## config.mk

```make
export PLATFORM = sky130hd
export DESIGN_NAME = sample_capture
export DESIGN_NICKNAME = d
export VERILOG_FILES = /design/src/rtl/sample_capture.sv
export SDC_FILE = /design/constraint.sdc
export NUM_CORES = 1
export LEC_CHECK = 0
export CORE_AREA = 2 2 86 97
export DETAILED_ROUTE_END_ITERATION = 10
export DIE_AREA = 0 0 88 99
export PLACE_DENSITY = 0.65
export SLEW_MARGIN = 10
export SYNTH_ARGS = -nofsm -noshare
export SYNTH_HDL_FRONTEND = slang
export SYNTH_SLANG_ARGS = --single-unit
export TNS_END_PERCENT = 1
```

## constraint.sdc

```tcl
create_clock -name clk -period 7.4 [get_ports clk]
set_clock_uncertainty 0.05 [all_clocks]
set_input_delay 1.11 -clock clk [delete_from_list [all_inputs] [get_ports clk]]
set_output_delay 1.11 -clock clk [all_outputs]
set_load 0.1 [all_outputs]
```

## src/rtl/sample_capture.sv

```systemverilog
// Logic-analyzer acquisition writer: synchronizes probes, decimates, triggers and
// streams one buffer of samples into the SIPO registers. Optional history fill: LA_PRETRIGGER_EN.
module sample_capture #(
  parameter int CHANNEL_COUNT    = 10,
  parameter int SAMPLE_BUFF_SIZE = 640,
  parameter int DIV_WIDTH        = 16,
  parameter int PRETRIG_DEPTH    = 64
) (
  input  logic                                clk,
  input  logic                                reset,
  input  logic [CHANNEL_COUNT-1:0]            chan_in,
  input  logic [CHANNEL_COUNT-1:0]            chan_enable,
  input  logic [DIV_WIDTH-1:0]                sample_div,
  input  logic [$clog2(CHANNEL_COUNT)-1:0]    trig_chan,
  input  logic [1:0]                          trig_mode,
  input  logic                                arm,
  input  logic                                ack,
  output logic                                shift,
  output logic [CHANNEL_COUNT-1:0]            s_in,
  output logic                                busy,
  output logic                                triggered,
  output logic                                done,
  output logic [$clog2(SAMPLE_BUFF_SIZE+1)-1:0] sample_count
);

  localparam int TW = $clog2(CHANNEL_COUNT);
  localparam int CW = $clog2(SAMPLE_BUFF_SIZE + 1);
`ifdef LA_PRETRIGGER_EN
  localparam int   POST_LEN  = SAMPLE_BUFF_SIZE - PRETRIG_DEPTH;
  localparam logic HIST_FILL = 1'b1;
`else
  localparam int   POST_LEN  = SAMPLE_BUFF_SIZE;
  localparam logic HIST_FILL = 1'b0;
`endif
  localparam logic [CW-1:0] POST_LEN_C = CW'(POST_LEN);

  if (PRETRIG_DEPTH >= SAMPLE_BUFF_SIZE) begin : g_bad_depth
    $error("PRETRIG_DEPTH must be smaller than SAMPLE_BUFF_SIZE");
  end

  typedef enum logic [1:0] {
    ST_IDLE    = 2'd0,
    ST_ARMED   = 2'd1,
    ST_CAPTURE = 2'd2,
    ST_DONE    = 2'd3
  } state_t;

  state_t                   state_r, state_s;
  logic [CHANNEL_COUNT-1:0] sync1_r, sync2_r, samp_s;
  logic [DIV_WIDTH-1:0]     div_cnt_r;
  logic                     running_s, tick_s;
  logic                     prev_r, prev_valid_r;
  logic                     trig_bit_s, chan_ok_s, edge_ok_s, trig_cond_s, trig_ok_s;
  logic                     pre_full_s, arm_accept_s, shift_s;
  logic [CW-1:0]            cnt_s;

  assign samp_s    = sync2_r & chan_enable;
  assign running_s = (state_r == ST_ARMED) || (state_r == ST_CAPTURE);
  assign tick_s    = running_s && (div_cnt_r == sample_div);

  // Two-flop synchronizer for the asynchronous probe pins
  always_ff @(posedge clk) begin
    if (reset) begin
      sync1_r <= '0;
      sync2_r <= '0;
    end else begin
      sync1_r <= chan_in;
      sync2_r <= sync1_r;
    end
  end

  // Prescaler: restarts on arm, only counts while an acquisition is live
  always_ff @(posedge clk) begin
    if (reset) begin
      div_cnt_r <= '0;
    end else if (arm_accept_s) begin
      div_cnt_r <= '0;
    end else if (running_s) begin
      div_cnt_r <= tick_s ? '0 : div_cnt_r + DIV_WIDTH'(1);
    end else begin
      div_cnt_r <= div_cnt_r;
    end
  end

  // Trigger channel mux; out-of-range indexes read as a constant 0
  always_comb begin
    trig_bit_s = 1'b0;
    for (int i = 0; i < CHANNEL_COUNT; i++) begin
      trig_bit_s = trig_bit_s | (samp_s[i] & (trig_chan == TW'(i)));
    end
  end

  assign chan_ok_s = ({1'b0, trig_chan} < (TW+1)'(CHANNEL_COUNT));
  assign edge_ok_s = chan_ok_s && prev_valid_r;

  // Trigger condition for the current tick
  always_comb begin
    case (trig_mode)
      2'b00:   trig_cond_s = 1'b1;
      2'b01:   trig_cond_s = edge_ok_s && !prev_r && trig_bit_s;
      2'b10:   trig_cond_s = edge_ok_s && prev_r && !trig_bit_s;
      2'b11:   trig_cond_s = edge_ok_s && (prev_r ^ trig_bit_s);
      default: trig_cond_s = 1'b0;
    endcase
  end

  // Trigger-channel value seen at the previous tick
  always_ff @(posedge clk) begin
    if (reset) begin
      prev_r       <= 1'b0;
      prev_valid_r <= 1'b0;
    end else if (arm_accept_s) begin
      prev_r       <= 1'b0;
      prev_valid_r <= 1'b0;
    end else if (tick_s) begin
      prev_r       <= trig_bit_s;
      prev_valid_r <= 1'b1;
    end else begin
      prev_r       <= prev_r;
      prev_valid_r <= prev_valid_r;
    end
  end

`ifdef LA_PRETRIGGER_EN
  localparam int PW = $clog2(PRETRIG_DEPTH + 1);
  logic [PW-1:0] pre_count_r;

  assign pre_full_s = (pre_count_r == PW'(PRETRIG_DEPTH));

  // History-fill counter; the trigger is held off until the history is full
  always_ff @(posedge clk) begin
    if (reset) begin
      pre_count_r <= '0;
    end else if (arm_accept_s) begin
      pre_count_r <= '0;
    end else if ((state_r == ST_ARMED) && tick_s && !pre_full_s) begin
      pre_count_r <= pre_count_r + PW'(1);
    end else begin
      pre_count_r <= pre_count_r;
    end
  end
`else
  assign pre_full_s = 1'b1;
`endif

  assign trig_ok_s = trig_cond_s && pre_full_s;

  // Next-state and strobe decode
  always_comb begin
    state_s      = state_r;
    arm_accept_s = 1'b0;
    shift_s      = 1'b0;
    cnt_s        = sample_count;
    case (state_r)
      ST_IDLE: begin
        if (arm) begin
          state_s      = ST_ARMED;
          arm_accept_s = 1'b1;
        end else begin
          state_s = ST_IDLE;
        end
      end
      ST_ARMED: begin
        shift_s = tick_s && (trig_ok_s || HIST_FILL);
        if (tick_s && trig_ok_s) begin
          state_s = ST_CAPTURE;
          cnt_s   = CW'(1);
        end else begin
          state_s = ST_ARMED;
        end
      end
      ST_CAPTURE: begin
        // Leaving one cycle after the last strobe puts done after that strobe
        if (sample_count == POST_LEN_C) begin
          state_s = ST_DONE;
        end else if (tick_s) begin
          shift_s = 1'b1;
          cnt_s   = sample_count + CW'(1);
        end else begin
          state_s = ST_CAPTURE;
        end
      end
      ST_DONE: begin
        if (ack) begin
          state_s = ST_IDLE;
          cnt_s   = '0;
        end else begin
          state_s = ST_DONE;
        end
      end
      default: begin
        state_s = ST_IDLE;
        cnt_s   = '0;
      end
    endcase
  end

  // State and registered outputs
  always_ff @(posedge clk) begin
    if (reset) begin
      state_r      <= ST_IDLE;
      shift        <= 1'b0;
      s_in         <= '0;
      busy         <= 1'b0;
      triggered    <= 1'b0;
      done         <= 1'b0;
      sample_count <= '0;
    end else begin
      state_r      <= state_s;
      shift        <= shift_s;
      s_in         <= shift_s ? samp_s : '0;
      busy         <= (state_s == ST_ARMED) || (state_s == ST_CAPTURE);
      triggered    <= (state_s == ST_CAPTURE) || (state_s == ST_DONE);
      done         <= (state_s == ST_DONE);
      sample_count <= cnt_s;
    end
  end

endmodule
```

# Yosys cells after proc, flatten, opt, wreduce, memory -nomap -nowiden
# Cells that the tools add are included.
word_totals:
  regBits: 64
  inputBits: 46
  elab_cells: 99
classes:
  addsub: 2
  magnitude_cmp: 1
  n_eq_ne: 24
  mux: 18
  bitwise_logic: 22
  n_reduce_logical: 20
op_table:
  columns: ["cell", "n"]
  rows:
  - ["two-way mux 10 bit", 4]
  - ["one-hot mux 10 bit (3 select lines)", 1]
  - ["adder 16 x 1 -> 16 bit, second input constant", 1]
  - ["== test 16 bit", 1]
  - ["== test 4 x 3 -> 1 bit, second input constant", 4]
  - ["two-way mux 16 bit", 1]
  - ["== test 2 bit, second input constant", 6]
  - ["adder 10 x 1 -> 10 bit, second input constant", 1]
  - ["bitwise AND 1 bit", 10]
  - ["bitwise AND 10 bit", 1]
  - ["== test 10 bit, second input constant", 1]
  - ["OR 1 bit", 9]
  - ["== test 4 x 2 -> 1 bit, second input constant", 2]
  - ["== test 4 bit, second input constant", 2]
  - ["logical AND 1 bit", 8]
  - ["two-way mux 2 bit", 4]
  - ["one-hot mux 2 bit (4 select lines)", 1]
  - ["== test 2 x 1 -> 1 bit, second input constant", 3]
  - ["!= test 2 bit, second input constant", 3]
  - ["two-way mux 1 bit", 5]
  - ["AND reduction 5 bit", 1]
  - ["== test 4 x 1 -> 1 bit, second input constant", 1]
  - ["logical NOT 2 bit", 2]
  - ["logical NOT 4 bit", 1]
  - ["10 further kinds", 14]

# Logic depth before layout (Yosys ltp)
# Gate-level depths: netlist of the first run.
depth:
  depth_word: 19
  ltp_mapped: 10
  depth_no_buf: 9

# Worst setup path after synthesis of the first run
# No wires, ideal clock.
synth_timing:
  path_kind: "input-to-reg"
  from: "input trig_chan[0]"
  to: "register busy"
  setup_time_ps: 128
  t_arrival_ps: 3031
  required_ps: 7222
  path_slack_ps: 4191
  stages: 10
  path_cell_list: "buf_6 nand3_1 o21ai_0 a22o_1 or4_4 and2_4 a221oi_4 a21oi_1 ha_1 nor2b_1"
synth_via:
  elab_chain_len: 19
  elab_cells_between_ends: 45
  classes_between: "order compare (1); eq/ne (11); mux (3); bitwise (20); reduce/logical (10)"
synth_lines:
  columns: ["element", "line_no", "text"]
  rows:
  - ["start, declared", "14", "input logic [$clog2(CHANNEL_COUNT)-1:0] trig_chan,"]
  - ["== test 4 x 1 -> 1 bit or logical NOT 4 bit (tied branches)", "89", "trig_bit_s = trig_bit_s | (samp_s[i] & (trig_chan == TW'(i)));"]
  - ["bitwise AND 1 bit", "89", null]
  - ["OR 1 bit (9 in a row)", "89", null]
  - ["XOR 1 bit or logical NOT 1 bit (tied branches)", "102, 101", null]
  - ["logical AND 1 bit (on tied branches)", "102, 101", null]
  - ["one-hot mux 1 bit (4 select lines) (*)", "98", "case (trig_mode)"]
  - ["logical AND 1 bit (*)", "165", "if (tick_s && trig_ok_s) begin"]
  - ["two-way mux 2 bit (*)", "165", null]
  - ["one-hot mux 2 bit (4 select lines) (*)", "154", "case (state_r)"]
  - ["== test 2 x 1 -> 1 bit or == test 2 bit (tied branches)", "212", "busy <= (state_s == ST_ARMED) || (state_s == ST_CAPTURE);"]
  - ["logical OR 1 bit (*)", "212", null]
  - ["end signal, assigned", "212", null]
  - ["end, declared", "20", "output logic busy,"]
# Mark *: on every way between the ends. The rest lies on a longest branch, timed or not.
# A chain may end at the register's enable or synchronous reset.

# Final worst setup path of the first run
# Same ends and word-level chain as after synthesis.

==> summary.md, run 1 <==
The CTS sink count was 63; the count of different cell masters after synthesis was 53. The filler cell count in the final layout is 744. At the end of the flow the core is filled with cells to 52.6%. Setup repair after global routing left no endpoint under its margin. The tools report the count of routing violations after the opening detailed-route iteration as 123.

The floorplan step defined a die boundary enclosing 8710 um2. The worst pin sits at a relative slew slack of 34.8%. The library cell used most frequently in the layout, excluding fill and tap cells, is sky130_fd_sc_hd__clkdlybuf4s50_1. Data on the critical path arrives at its endpoint at 3740 ps. The synthesized netlist occupies a cell area of 3030 um2. Entering global routing, the biggest net connects 32 pins.

Clock-pin slew was measured on the worst setup and hold paths at 70 ps. For the final routed database, the setup TNS stands at 0 ps. The post-route non-filler standard cell count is 532, and the count of max-cap constraint violations is 0. The run gives 0 as the count of antenna-violating nets left after detailed routing.

For this run, the top clock speed supported by timing is 281 MHz. Buffers placed on the I/O ports in this run total 69. The critical path is of the in -> reg type.

For the deepest clock path buffer count, the log shows 2. The tools report the count of final max-slew check failures as 0. Once the floorplan was initialized, standard cells occupied 39.3% of the core. Of the synthesized area, sequential elements account for 41.7%.

For the pin with the worst max-slew slack, the measured transition is 975 ps. The synthesized area per cell was 8.69 um2; the final-report setup violation count was 0. For this run, design rule violations remaining after detail routing come to 0. The register bit total from synthesis works out to 63. Post-CTS timing repair inserted 0 buffers for setup.

The worst hold path belongs to the class reg -> reg. The via count of the first global-routing pass is 2,576. The cell area power density works out to 195 nW/um2. The number of cells produced by synthesis was 348; the number of hold buffers added after CTS was 0. The ratio of cells with drive above 1 in the final layout is 6.37%, and the average routed wire per standard cell is 13.6 um.

The synthesized netlist devotes 3.72% of its cell area to adder and majority cells. The layout overhead on the synthesized area was 33.7%; the number of placement rows was 34. The repair_antennas step left the layout with diodes totalling 0.

The first TritonRoute pass finished after 4 iterations. The run gives 70 as the number of top-level pins. Leakage power figure: 1.38 nW. Height of the chip: 99 um.

At the end of routability-driven placement, the weighted congestion stood at 0.840. Leaving out fill and tap cells, the most frequent cells in the layout are sky130_fd_sc_hd__clkdlybuf4s50_1 (69), sky130_fd_sc_hd__dfxtp_1 (63), sky130_fd_sc_hd__nor2_1 (38), sky130_fd_sc_hd__nand2_1 (30), sky130_fd_sc_hd__nor2b_1 (25). In this run, placement finished with an instance count of 516. The sequential cell area in the final layout was 1260 um2. The die is 88 um wide.

Detailed placement ended at an HPWL of 5.37 mm. In the global route stage, overall resource usage came out at 17.1%. The dominant synthesized flop cell was sky130_fd_sc_hd__dfxtp_1. The worst setup path is launched from an input port.

The total count of hold-check failures in the final report is 0. The fraction of synthesis flops using an asynchronous set or reset pin is 0%. By area, the combinational part of the netlist is dominated by simple AND/OR/NAND/NOR gates. In this run, synthesis inferred 0 flip-flops with an integrated enable. The first global-routing pass estimated 11.8 mm of wire. For the detailed-route via count, the log shows 2,667.

The run gives 0 as the total number of yosys warnings. Wires add up to 7.21 mm. Using the TritonRoute via totals, the vias-per-cell ratio works out to 5.01.

The share of cell area taken by muxes after synthesis is 0%. The total clock buffers created by CTS is 9, and the worst vdd rail ir drop is 131 uV. The worst setup path is captured at a flip-flop.

Summing the areas of all compound-gate instances in the mapped netlist gives 13.4% of the synthesized area. The post-cts resize count is 0. The clock period minus worst slack is 3560 ps, and the number of nets in the final layout is 474. For the count of H-tree levels built during CTS, the log shows 3. The run finished with clean final reports.

In this run the worst path has a maximum fanout of 9. The cell sitting at the root of the clock tree is a sky130_fd_sc_hd__clkbuf_8. The number of nets handed over by synthesis was 403. Across all hold checks on the routed design, the worst slack comes to 385 ps. The ratio of final minimum period to clock period works out to 48.2%. For the latest clock arrival within the worst-skew pair, the log shows 340 ps. The synthesized netlist devotes 28.3% of its cell area to simple gates.

The XOR/XNOR share of the synthesized area works out to 8.68%. TritonCTS built the clock tree. For the worst setup path, the data required time is 7570 ps.

Summed over all layers, the global routing overflow is 0. The initial antenna violation count was 0; the core box area was 7700 um2. The multi-input combinational cells in the finished layout cover a total of 1640 um2.
==> path summary, 6_finish.rpt <==
path,endpoint,slack [ps],cells past startpoint,startpoint
worst max register to register,busy,4810,10,triggered
worst min-delay path,sync2_r[8],380,1,sync1_r[8]
worst min register to register,sync2_r[8],380,1,sync1_r[8]
worst max-delay path,busy,3840,9,trig_chan[0]
==> state kept, by name, indices dropped and copies added (netlist names) <==
| name | cells |
|---|---|
| div_cnt_r | 16 |
| s_in | 10 |
| sample_count | 10 |
| sync1_r | 10 |
| sync2_r | 10 |
| busy | 1 |
| done | 1 |
| prev_r | 1 |
| prev_valid_r | 1 |
| shift | 1 |
| state_r | 1 |
| triggered | 1 |
==> metrics by stage <==
stage	setup slack, ps	instance area, um2	power (W)
final	3840	4050	0.000787
after global routing	3680	4050	0.000816
after CTS	3880	4050	0.000793
after detailed placement	3530	3810	0.000437
after global placement	3550	3810	0.000436
after floorplan	4190	3030	0.000399
==> worst max-delay path, cell delays in order <==
cell and delay (ps):
sky130_fd_sc_hd__clkdlybuf4s50_1 660, sky130_fd_sc_hd__o21ai_0 150, sky130_fd_sc_hd__a22o_1 250, sky130_fd_sc_hd__or4_4 560, sky130_fd_sc_hd__and2_4 190, sky130_fd_sc_hd__a221oi_4 300
sky130_fd_sc_hd__a21oi_1 120, sky130_fd_sc_hd__ha_1 270, sky130_fd_sc_hd__nor2b_1 120
==> cell type report <==
type | count | share of cell area, %
clock buffer | 10 | 3.15
clock inverter | 6 | 2.69
inverter | 17 | 1.58
multi-input combinational | 256 | 40.4
sequential | 63 | 31.2
tap | 108 | 3.34
timing repair buffer | 72 | 17.6
==> power breakdown <==
group          internal [W]  leakage (nW)  switching (W)
Combinational     0.0000388         0.748      0.0000407
Sequential         0.000346         0.513     0.00000379
Clock              0.000223         0.120       0.000135
Total              0.000608          1.38       0.000179
==> synth_stat cells, types with 2 or more instances <==
library cell	n	area share [%]
sky130_fd_sc_hd__ha_1	9	3.7
sky130_fd_sc_hd__nor4_1	4	0.83
sky130_fd_sc_hd__clkbuf_1	7	0.87
sky130_fd_sc_hd__buf_6	2	0.74
sky130_fd_sc_hd__o311ai_0	3	0.87
sky130_fd_sc_hd__dfxtp_1	63	42
sky130_fd_sc_hd__xor2_1	15	4.3
sky130_fd_sc_hd__and3_1	4	0.83
sky130_fd_sc_hd__buf_2	3	0.50
sky130_fd_sc_hd__o221ai_1	3	0.87
sky130_fd_sc_hd__a21o_1	2	0.50
sky130_fd_sc_hd__xnor2_1	15	4.3
sky130_fd_sc_hd__nand3_1	20	3.3
sky130_fd_sc_hd__or4_4	2	0.74
sky130_fd_sc_hd__o21ai_0	4	0.66
sky130_fd_sc_hd__nand2_1	30	3.7
sky130_fd_sc_hd__o211ai_1	3	0.74
sky130_fd_sc_hd__a211oi_1	3	0.74
sky130_fd_sc_hd__inv_1	17	2.1
sky130_fd_sc_hd__nor3_1	10	1.7
sky130_fd_sc_hd__or2_0	3	0.62
sky130_fd_sc_hd__nand4_1	15	3.1
sky130_fd_sc_hd__and4b_1	2	0.66
sky130_fd_sc_hd__o2111ai_1	4	1.2
sky130_fd_sc_hd__a31oi_1	2	0.41
sky130_fd_sc_hd__nor2b_1	25	5.2
sky130_fd_sc_hd__nor2_1	38	4.7
sky130_fd_sc_hd__and2_1	4	0.83
sky130_fd_sc_hd__a21oi_1	12	2.0
==> layer usage <==
metal  vias up  GRT usage [%]  part of all wire, %
li1       1364              -                    -
met5         -              0                    0
met3        13           3.10                  5.1
met4         0           7.93                  2.0
met1      1205           21.0                   45
met2        85           28.6                   48
==> cells by family (layout without fill, tap and decap cells) <==
logic type,count (synthesis),count (layout)
compound gates,52,52
buf+inv,29,105
fa+ha+maj,9,9
xor+xnor,30,30
flops,63,63
simple gates,165,165
Power figures use the tool's default switching activity.
==> run 2: changes to the inputs <==
==> constraint.sdc (replaced) <==
create_clock -name clk -period 3.3 [get_ports clk]
set_clock_uncertainty 0.05 [all_clocks]
set_input_delay 0.495 -clock clk [delete_from_list [all_inputs] [get_ports clk]]
set_output_delay 0.495 -clock clk [all_outputs]
set_load 0.1 [all_outputs]
==> run 2 against run 1 <==
  * Final cell count rose by 0.56%
  * Power rose by 100%
  * Die area did not move
  * Non-clock buffer count rose by 3
  * Critical path depth did not move
  * Largest power group is now registers
==> summary.md, run 2 (synthesis results as in run 1) <==
The classification of the worst setup path is in -> reg. The worst hold path cell count works out to 1. The clock period minus worst slack was 2900 ps; the highest clock rate was 345 MHz.

Wires add up to 7.35 mm. The ratio of final minimum period to clock period was 87.7%; the CTS sink count was 63. 70 I/O pins were placed. The final RePlAce weighted congestion was 0.842. The critical register-to-register path endpoint was sample_count[9]. For the worst setup path, the data arrival time is 3080 ps. The top cell types in the final layout, fill and taps aside, are sky130_fd_sc_hd__dfxtp_1 (63), sky130_fd_sc_hd__clkdlybuf4s50_1 (58), sky130_fd_sc_hd__nor2_1 (38), sky130_fd_sc_hd__nand2_1 (30), sky130_fd_sc_hd__nor2b_1 (25). The die covers 8710 um2. The post-cts resize count was 0; the total clock buffers created by CTS was 9. The switching power total is 0.000402 W. The total overflow left after global routing is 0. Measured in cells, the most critical reg-to-reg path has a length of 10.

Master cell of the clock root buffer: sky130_fd_sc_hd__clkbuf_8. At the worst endpoint, the required time is 3480 ps. In the final design database the tool counted 477 nets. The count of nets left with antenna violations once routing finished came out at 0.

The initialized floorplan defines 34 standard-cell rows. The number of remaining DRC errors is 0. In this run, flip-flops and latches consume 48.7% of the power. The routed layout has 2,711 vias. More flip-flops sit in one register than any other, and that register is div_cnt_r. TritonCTS built the clock tree.

The path class of the tightest hold or removal check is reg -> reg. Of the total power, the share spent switching nets is 24.9%. The path with the worst hold slack has its endpoint at sync2_r[4]. Final hold analysis gives a worst-case slack of 381 ps. The count of buffers added by post-CTS timing repair for setup is 0.

The count of TritonRoute iterations in the first routing pass is 4. The flip-flop count of the largest register after layout came out at 16. The tools report the element type at the critical path start as an input port.

Dividing the detail-routed wire length by the instance count gives 13.7 um. Reg-to-reg critical path startpoint: sample_count[0]. The number of hold buffers added after CTS came out at 0. The library cell used most frequently in the layout, excluding fill and tap cells, is sky130_fd_sc_hd__dfxtp_1. The number of vias per cell came out at 5.07. The run gives 0 as the initial antenna violation count. The logs give 0 for the count of max-cap constraint violations and 7700 um2 for the core box area. In this run the static leakage power is 1.39 nW. For the worst slew slack as a fraction of its limit, the log shows 35.3%.

The share of total power dissipated in the clock network is 40.1%. The first global-routing pass estimated 12.1 mm of wire. In this run the power density over the cells is 403 nW/um2.

Number of port buffers: 69. The flow ran to the end, and the final reports show no timing, DRC or antenna violations. The latest clock arrival within the worst-skew pair is 350 ps, and the overall die width is 88 um.

For the antenna diode instance count, the log shows 0. At the pin with the least slew margin, the transition time is 967 ps. The share of total power dissipated in combinational logic is 11.2%. Cell internal power was estimated by the tool at 0.00121 W. The height of the chip is 99 um.

Relative to the synthesized area, the layout overhead comes to 32.0%. Launch point of the worst hold path: sync1_r[4]. In the final timing run, aggregate negative setup slack is 0 ps. Once the floorplan was initialized, standard cells occupied 39.3% of the core. After legalization and detailed placement, the total HPWL measured 5.54 mm. The via count of the first global-routing pass is 2,715, and the setup slack of the worst register-to-register path is 620 ps. The count of final max-slew check failures was 0. The maximum number of pins on one net before global-route repair is 22. Setup repair after global routing left no endpoint under its margin.

CTS built an H-tree with a depth of 3. STA classifies the critical path endpoint as a flip-flop. In this run the worst path has a maximum fanout of 9.

The total count of hold-check failures in the final report is 0. Global routing consumed, over all layers together, 17.9% of the routing resources. The logs give 0 for the final-report setup violation count and 2 for the deepest clock path buffer count. The post-route netlist has 9.60% of its cells at a drive strength greater than 1. The count of routing violations after the opening detailed-route iteration is 151, and the clock transition at the register clock pins on the worst setup and hold paths after CTS is 70 ps.

The worst-case IR drop observed on VDD is 154 uV. The layout has 742 filler cells.
run 2: cell count changes in the layout (fill, tap and decap cells not counted), sizes merged:
cell           previous run  this run
buf                       3        17
clkdlybuf4s50            69        58
bufinv                    3         1
clkinv                    3         4
clkinvlp                  0         1
run 2: worst max-delay path by stage:
stage | from | to | slack, ps | cells past startpoint
6_report | trig_chan[0] | busy | 400 | 9
5_1_grt | trig_chan[0] | busy | 290 | 9
3_5_place_dp | trig_chan[0] | busy | 70 | 9
4_1_cts | trig_chan[0] | busy | 440 | 9
3_3_place_gp | trig_chan[0] | busy | 150 | 9
2_1_floorplan | triggered | busy | 220 | 10
run 2: stage by stage:
step | cell area (um2) | utilization, % | power [W] | setup WS [ps] | instances
global placement | 3800 | 49.4 | 0.000980 | 153 | 519
detailed placement | 3800 | 49.4 | 0.000982 | 73.8 | 519
finish | 3990 | 51.9 | 0.00161 | 404 | 535
floorplan | 3030 | - | 0.000894 | 219 | 348
CTS | 3990 | 51.9 | 0.00163 | 437 | 535
global route | 3990 | 51.9 | 0.00168 | 291 | 535
run 2: power by group through the flow:
stage | Clock [W] | Combinational [W] | Sequential (W)
global placement | 0 | 0.000178 | 0.000802
floorplan | 0 | 0.0000774 | 0.000817
detailed placement | 0 | 0.000179 | 0.000802
finish | 0.000647 | 0.000180 | 0.000785
CTS | 0.000666 | 0.000180 | 0.000785
global route | 0.000700 | 0.000195 | 0.000787
run 2: final cells by class:
cell class,instances,area [um2],share of cell area (%)
Clock inverter,6,61.3,1.54
Clock buffer,10,128,3.20
Inverter,17,63.8,1.60
Multi-Input combinational cell,256,1640,41.0
Timing Repair Buffer,75,708,17.7
Sequential cell,63,1260,31.6
Tap cell,108,135,3.38
run 2: worst max-delay path, cell delays in order:
cell	delay [ps]
sky130_fd_sc_hd__clkdlybuf4s50_1	550
sky130_fd_sc_hd__o311a_2	440
sky130_fd_sc_hd__a221oi_2	400
sky130_fd_sc_hd__o21ai_0	230
sky130_fd_sc_hd__and2_4	200
sky130_fd_sc_hd__a221oi_4	260
sky130_fd_sc_hd__a21oi_1	110
sky130_fd_sc_hd__ha_1	270
sky130_fd_sc_hd__nor2b_1	120
run 2: metal layers:
| metal | track usage, % | vias to the layer above | wire length [um] |
|---|---|---|---|
| li1 | - | 1368 | - |
| met1 | 20.7 | 1247 | 3180 |
| met2 | 29.9 | 82 | 3600 |
| met3 | 4.61 | 14 | 374 |
| met4 | 9.23 | 0 | 193 |
| met5 | 0 | - | 0 |
